File: src/rtl/cell_test_pkg.sv
// cell_test_pkg: shared state encoding and defaults for the cell response capture path
package cell_test_pkg;
  localparam int DEF_CHANNELS = 8;
  localparam int DEF_CNT_W = 8;
  localparam int WIN_BASE = 16;
  typedef enum logic [1:0] {IDLE, SETTLE, MEASURE, DRAIN} state_t;
endpackage

File: src/rtl/cell_edge_counter.sv
// cell_edge_counter: one channel of synchroniser, prev flop, edge detect and saturating counter
module cell_edge_counter #(
  parameter int CNT_W = 8,
  parameter int SYNC_STAGES = 2
) (
  input  logic             clk,
  input  logic             rst,
  input  logic             d,
  input  logic             clr,
  input  logic             en,
  output logic [CNT_W-1:0] count
);
  logic [SYNC_STAGES-1:0] sync;
  logic prev;
  logic edge_hit;
  assign edge_hit = sync[SYNC_STAGES-1] ^ prev;
  always_ff @(posedge clk or posedge rst) begin
    if (rst) begin
      sync  <= '0;
      prev  <= 1'b0;
      count <= '0;
    end else begin
      sync  <= {sync[SYNC_STAGES-2:0], d};
      prev  <= sync[SYNC_STAGES-1];
      count <= clr ? '0 : (en && edge_hit && !(&count)) ? count + 1'b1 : count;
    end
  end
endmodule

File: src/rtl/cell_response_capture.sv
// cell_response_capture: windowed per-channel transition counts streamed over valid/ready.
// Optional CELL_CAPTURE_STUCK_EN appends a stuck-channel mask word after the counts.
module cell_response_capture
  import cell_test_pkg::*;
#(
  parameter int CHANNELS = DEF_CHANNELS,
  parameter int CNT_W = DEF_CNT_W,
  parameter int SYNC_STAGES = 2
) (
  input  logic                clk,
  input  logic                rst,
  input  logic                start,
  input  logic                abort,
  input  logic [2:0]          win_sel,
  input  logic [CHANNELS-1:0] sample,
  output logic                busy,
  output logic [CNT_W-1:0]    dout,
  output logic [2:0]          dout_ch,
  output logic                dout_valid,
  input  logic                dout_ready,
  output logic                done
);
`ifdef CELL_CAPTURE_STUCK_EN
  localparam int LAST = CHANNELS;
`else
  localparam int LAST = CHANNELS - 1;
`endif
  localparam int CH_W = $clog2(LAST + 1);
  localparam int IW = $clog2(CHANNELS);
  state_t state, state_n;
  logic [2:0] win_q, win_n;
  logic [11:0] timer, timer_n;
  logic [CH_W-1:0] ch, ch_n;
  logic done_n, hs, clr;
  logic [CNT_W-1:0] cnt [CHANNELS];
  logic [CNT_W-1:0] word;
  logic [2:0] word_ch;
  assign clr = abort | (state == IDLE && start);
  for (genvar i = 0; i < CHANNELS; i++) begin : g_ch
    cell_edge_counter #(.CNT_W(CNT_W), .SYNC_STAGES(SYNC_STAGES)) u_cnt (
      .clk(clk), .rst(rst), .d(sample[i]), .clr(clr),
      .en(state == MEASURE), .count(cnt[i])
    );
  end
`ifdef CELL_CAPTURE_STUCK_EN
  logic [CNT_W-1:0] mask;
  always_comb begin
    mask = '0;
    for (int i = 0; i < CHANNELS; i++) mask[i] = (cnt[i] == '0);
  end
  assign word = (ch == CH_W'(CHANNELS)) ? mask : cnt[ch[IW-1:0]];
  assign word_ch = (ch == CH_W'(CHANNELS)) ? 3'd7 : 3'(ch);
`else
  assign word = cnt[ch[IW-1:0]];
  assign word_ch = 3'(ch);
`endif
  assign busy = state != IDLE;
  assign dout_valid = state == DRAIN;
  assign dout = dout_valid ? word : '0;
  assign dout_ch = dout_valid ? word_ch : '0;
  assign hs = dout_valid & dout_ready;
  always_comb begin
    state_n = state;
    win_n = win_q;
    timer_n = timer;
    ch_n = ch;
    done_n = 1'b0;
    if (abort) begin
      state_n = IDLE;
      timer_n = '0;
      ch_n = '0;
    end else begin
      case (state)
        IDLE: if (start) begin
          state_n = SETTLE;
          win_n = win_sel;
          timer_n = 12'(SYNC_STAGES - 1);
          ch_n = '0;
        end
        SETTLE: begin
          state_n = (timer == '0) ? MEASURE : SETTLE;
          timer_n = (timer == '0) ? 12'((WIN_BASE << win_q) - 1) : timer - 1'b1;
        end
        MEASURE: begin
          state_n = (timer == '0) ? DRAIN : MEASURE;
          timer_n = (timer == '0) ? timer : timer - 1'b1;
          ch_n = '0;
        end
        default: if (hs) begin
          state_n = (ch == CH_W'(LAST)) ? IDLE : DRAIN;
          done_n = ch == CH_W'(LAST);
          ch_n = (ch == CH_W'(LAST)) ? '0 : ch + 1'b1;
        end
      endcase
    end
  end
  always_ff @(posedge clk or posedge rst) begin
    if (rst) begin
      state <= IDLE;
      win_q <= '0;
      timer <= '0;
      ch    <= '0;
      done  <= 1'b0;
    end else begin
      state <= state_n;
      win_q <= win_n;
      timer <= timer_n;
      ch    <= ch_n;
      done  <= done_n;
    end
  end
endmodule
File: config.mk
export PLATFORM = sky130hd
export DESIGN_NAME = cell_response_capture
export DESIGN_NICKNAME = d
export VERILOG_FILES = /design/src/rtl/cell_test_pkg.sv /design/src/rtl/cell_edge_counter.sv /design/src/rtl/cell_response_capture.sv
export SDC_FILE = /design/constraint.sdc
export NUM_CORES = 1
export LEC_CHECK = 0
export BUFFER_PORTS_ARGS = -buffer_cell sky130_fd_sc_hd__buf_4
export CAP_MARGIN = 20
export CORE_MARGIN = 2
export CORE_UTILIZATION = 60
export DETAILED_ROUTE_END_ITERATION = 6
export PLACE_DENSITY = 0.82
export SLEW_MARGIN = 20
export SYNTH_ARGS = -nofsm -noshare
export SYNTH_HDL_FRONTEND = slang
export SYNTH_SLANG_ARGS = --single-unit
File: constraint.sdc
create_clock -name clk -period 4.1 [get_ports clk]
set_clock_uncertainty 0.2 [all_clocks]
set_input_delay 0.205 -clock clk [delete_from_list [all_inputs] [get_ports clk]]
set_output_delay 0.205 -clock clk [all_outputs]
set_load 0.01 [all_outputs]
---- Word-level counts from Yosys, hierarchy flattened ----
Index checks and enable logic that the tools add are counted.
storage, ports and cells
  register bits ........................... 109
  bits of input ports ..................... 16
  output and inout port bits .............. 14
  logic and storage cells ................. 154
operators by class
  $lt $le $gt $ge ......................... 1
  add/subtract/negate cells ............... 11
  reduce and logical (&&, ||, !) cells .... 52
  bitwise operators ....................... 12
  shift operators ......................... 1
  mux-type cells .......................... 41
  equality and inequality tests ........... 7
operators by type and width
  kind                                                                  count
  8-bit 2-to-1 mux                                                      19
  8-bit by 1-bit adder with 8-bit output, second input constant         8
  8-bit AND reduction                                                   8
  12-bit 2-to-1 mux                                                     4
  12-bit one-hot mux with 3 select lines                                1
  8-bit binary-select mux with 3-bit select                             1
  2-bit nonzero test                                                    9
  1-bit logical AND                                                     17
  3-bit 2-to-1 mux                                                      5
  12-bit logical NOT                                                    1
  5-bit by 3-bit << shifter with 12-bit output, first input constant    1
  12-bit by 1-bit subtractor with 12-bit output, second input constant  1
  12-bit by 2-bit subtractor with 12-bit output, second input constant  1
  2-bit 2-to-1 mux                                                      5
  3-bit one-hot mux with 3 select lines                                 1
  3-bit AND reduction                                                   3
  1-bit logical NOT                                                     8
  4-bit nonzero test                                                    2
  1-bit bitwise XOR                                                     8
  3-bit != test, second input constant                                  2
  2-bit one-hot mux with 3 select lines                                 1
  5-bit nonzero test                                                    1
  2-bit equality test, second input constant                            2
  4-bit >= comparator, second input constant                            1
  other kinds (12)                                                      15

---- Depth between registers and ports, before layout ----
  word-level depth ........................ 5
  mapped depth ............................ 9
  mapped depth without buffers ............ 8

---- Cells and area by module ----
Synthesis repeated with hierarchy kept, for this count alone.
unflattened totals
  cells, all modules ...................... 597
  area total of the unflattened synthesis .. 5926.9 sq um
modules (own cells, without submodules)
  module                 area each (sq um)  times used  cells an instance  seq. area each (sq um)
  cell_edge_counter      486.7              8           47                 275.3
  cell_response_capture  2033.2             1           221                525.5

---- Worst setup path after synthesis ----
OpenSTA, ideal clock, no wires.
  path type ............................... reg2reg
  from .................................... reg state[0]
  to ...................................... reg timer[5]
  library setup time ...................... 0.069 ns
  data arrival time ....................... 1.855 ns
  buffers on the path ..................... 0
  slack ................................... 1.976 ns
  stages on the path, launching flop included .. 7
  cells stage by stage .................... dfrtp_1 inv_1 ha_1 nand2b_1 or3_4 or4_1 nand3_1
between the ends
  longest elaborated chain between the ends .. 3
  elaborated cells between the ends (all ways) .. 9
ends and longest elaborated chain
  item                                                                RTL line                      RTL
  from (decl)                                                         cell_response_capture.sv:30   state_t state, state_n;
  from (signal assigned)                                              cell_response_capture.sv:105  state <= state_n;
  2-bit equality test (tied with other cells)                         cell_response_capture.sv:73   case (state)
  3-bit != test (no line) (tied with other cells)                     -
  3-bit AND reduction (no line) or 12-bit 2-to-1 mux (tied branches)  -
  to (signal assigned)                                                cell_response_capture.sv:107  timer <= timer_n;
  to (decl)                                                           cell_response_capture.sv:32   logic [11:0] timer, timer_n;
Parallel ways exist; a longest one is shown, timed or not.
A chain may end at the register's enable or synchronous reset.

---- Worst setup path after layout ----
  from .................................... reg ch[0]
  to ...................................... out dout[1]
between the ends
  longest elaborated chain between the ends .. 5
ends and longest elaborated chain
  item                                                  RTL line                      RTL
  from (decl)                                           cell_response_capture.sv:33   logic [CH_W-1:0] ch, ch_n;
  from (signal assigned)                                cell_response_capture.sv:108  ch <= ch_n;
  3-bit NOT with 4-bit output (implied by the code)     cell_response_capture.sv:54   assign word = cnt[ch[IW-1:0]];
  8-bit binary-select mux with 3-bit select             cell_response_capture.sv:54
  8-bit 2-to-1 mux (implied by the code) (2 in series)  cell_response_capture.sv:54
  8-bit 2-to-1 mux                                      cell_response_capture.sv:59   assign dout = dout_valid ? word : '0;
  to (decl)                                             cell_response_capture.sv:17   output logic [CNT_W-1:0] dout,
Every way passes these cells. The select of a mux whose other input is x is not followed.

==> impl_results.md <==
* Status: finished clean
* CTS tree: built
* EDFF count, synth at 0
* Yosys warnings at 0
* Startpoint Class: register
* Synth Area in Adders at around 3.8%
* Combinational family with the most area after synthesis: simple AND/OR/NAND/NOR gates
* Port Buffers at 29
* Post-Place Worst Slack at ~1.5 ns
* Arr. time, crit path at 2.32 ns
* LEAKAGE at 2.713 nW
* DP Area at ~0.0063 sq mm
* Setup tns final at 0 ns
* Final Max Slew Viols at 0
* H-tree levels at 3
* DIE AREA at between 0.01 and 0.015 sq mm
* Worst-Margin Slew at a little over 0.9 ns
* Vias per cell at 6.014
* WL/cell at about 17 um
* Peak supply drop at around 0.38 mV
* DRT Pass-1 Iters at 5
* Sw Share at 40.73%
* RSZ-0062 raised after global routing: no
* Initial antenna violation count at 0
* Syn Inst Count at 595
* Core Area at ~0.01 sq mm
* Gate power share at ~40%
* Num Clock Sinks at ~110
* Vias in the first global route at ~4,500
* Maxcap violations at 0
* Final ANT Viol Nets at 0
* Met2 Usage GRT at between 40% and 50%
* Antenna Cells at 0
* PD cells at ~500 mW/mm^2
* Final Hold Vio Count at 0
* Layout cell share with drive strength beyond 1 at ~14%
* Max_slew headroom at about two fifths
* Clock share of power at between 10% and 20%
* CTS Buffer Depth at 2
* Synth cell types at 67
* Root buf cell: clkbuf_8
* Largest net degree at the start of global routing at between 60 and 70
* Grt met1 use at 34.68%
* Internal power at 0.001941 W
* Tot GR Track Use at between 20% and 30%
* Final setup margin at approximately 1.4 ns
* Detailed Place HPWL at slightly above 9000 um
* Synth-to-layout area growth at 10.73%
* Fin crit share at 66.46%
* Number of I/O pins at 30
* Compound-Gate Fraction of Synth Area at 11.32%
* Vias at 4,643
* First-pass GRT wire length at between 20,000 and 25,000 um
* Worst-Skew Late Latency at 0.38 ns
* Clock slew at reported path FFs at 0.11 ns
* Average size of a mapped cell at between 10 and 15 sq um
* Req. time, crit path at between 3 and 4 ns
* GR Overflow Total at 0
* Largest stage delay on the critical path at approximately 0.96 ns
* Initial detailed-routing violation count at 313
* Final Non-Filler Cells at 772
* XOR/XNOR Fraction of Synth Area at 6.419%
* Placed cell count at roughly 740
* GR peak layer: met2
* Routability cong. at roughly 0.87
* Post-Syn Area at 0.006003 sq mm
* Most common cell after layout, fill and taps aside: dfrtp_1
* Crit end category: output pin
* Critical-path cell list: mux4_2, nand2_1, a21boi_0, buf_4
* Register share of total power at 41.9%
* Tmin final at ~2.7 ns
* Drt total wl at between 10,000 and 15,000 um
* NetSw at around 0.0013 W
* CTS Buf Count at 9
* Final Instance Area at approximately 0.0066 sq mm
* Post-CTS sizing at 0
* Die X-Extent at 104.0 um
* CP max FO at 20
* Max Fclk at around 370 MHz
* Top_reg_cell synth: dfrtp_1
* GR Util met3 at ~4.6%
* Setup repair bufs after CTS at 0
* Slowest CP cell: dfrtp_1
* Hold buffers post-CTS at 14
* Most frequent cells in the layout: 109 x dfrtp_1, 73 x nor2_1, 55 x nand2_1
* Die Y at approximately 100 um
* Final core occ at between 60% and 70%
* Hold crit path type: primary input to register
* WS Path Type: register to output pin
* Post-synthesis mux area share at 8.399%
* Sequential share of the synthesized area at between 40% and 50%
* Ys async rst share at between 90% and 100%
* Synth Area in Simple Gates at 21.63%
* Final Setup Violations at 0
* Cell Rows at 36
* Post-synth net total at about 630
* # nets final at between 600 and 700
* Detailed-route DRC error count at 0
* Synth Register Bits at around 110
* Initial cell density of the core at about 60%
## per-stage QoR
stage	hold slack, ns	power [W]
after floorplan	0.03643	0.002454
after CTS	0.1349	0.003293
after detailed placement	0.1165	0.002682
after global placement	0.1142	0.002636
after global routing	0.1462	0.003509
final	0.1448	0.003276
## area by class of cell
class / instances / area [sq um]
clock buffers: 9 / 123.9
clock inverters: 7 / 51.30
fillers: 734 / 3082
inverters: 25 / 96.34
multi-input cells: 442 / 3094
flip-flops and latches: 109 / 2728
well taps: 133 / 166.4
repair buffers: 47 / 387.9
## Yosys cell counts (2+ instances only)
master	instances	area, sq um
a211oi_1	9	67.56
a21boi_0	8	60.06
a21o_1	3	22.52
a21oi_1	15	75.07
a221o_1	2	20.02
a31oi_1	5	31.28
and2_1	3	18.77
and3_1	5	31.28
buf_1	5	18.77
buf_2	5	25.02
clkbuf_1	7	26.28
dfrtp_1	109	2728
ha_1	18	225.2
inv_1	24	90.09
mux2_2	3	33.78
mux2i_1	11	110.1
mux4_2	16	360.4
nand2_1	55	206.5
nand2b_1	3	18.77
nand3_1	41	205.2
nand4_1	10	62.56
nor2_1	73	274.0
nor2b_1	2	12.51
nor3_1	27	135.1
nor3_2	2	20.02
nor3b_1	3	22.52
nor4b_4	2	47.55
o211ai_2	5	62.56
o21a_1	3	22.52
o21ai_0	19	95.09
o21ai_1	4	20.02
o22ai_1	2	12.51
o311ai_1	5	43.79
o31ai_1	4	30.03
or3_1	13	81.33
xnor2_1	26	227.7
xor2_1	18	157.7
## power by group through the flow
stage	clock network [W]	logic (W)	registers [W]
2_1_floorplan	0	0.00117	0.00129
4_1_cts	0.000612	0.00131	0.00137
3_3_place_gp	0	0.00126	0.00138
6_report	0.000594	0.00131	0.00137
5_1_grt	0.000652	0.00146	0.00140
3_5_place_dp	0	0.00129	0.00139
## sequential cells by signal, indices dropped and copies added, names as in the netlist
signal            flops
g_ch.u_cnt.count     64
g_ch.u_cnt.sync      16
timer                12
g_ch.u_cnt.prev       8
ch                    3
win_q                 3
state                 2
done                  1
## worst max-delay path, delay by kind of cell (launching register included)
kind | cells | cell delay [ns]
flip-flops | 1 | 0.96
AO/OA/AOI/OAI | 1 | 0.12
AND/OR/NAND/NOR | 1 | 0.09
buffers and inverters | 1 | 0.17
multiplexers | 1 | 0.59
## per-layer routing
metal,vias up,routed length (um)
met5,-,0
met4,0,202
met3,18,646
met2,140,6260
met1,2285,5641
li1,2200,-
## cell families after synthesis
family / count (synthesis)
mux: 30
fa+ha+maj: 18
xor+xnor: 44
buf+inv: 44
compound gates: 96
simple gates: 254
flops: 109
## worst paths after layout
check                                       from                     end  slack (ns)  cells past startpoint
max in group asynchronous                    rst                state[1]        2.53                      4
min in group asynchronous                    rst  g_ch[3].u_cnt.count[7]        0.28                      3
min reg2reg                g_ch[5].u_cnt.sync[0]   g_ch[5].u_cnt.sync[1]        0.15                      0
min                                        start                state[1]        0.14                      5
max reg2reg                             state[0]                timer[9]        1.53                      7
max                                        ch[0]                 dout[1]        1.38                      4
Power figures use the tool's default switching activity.
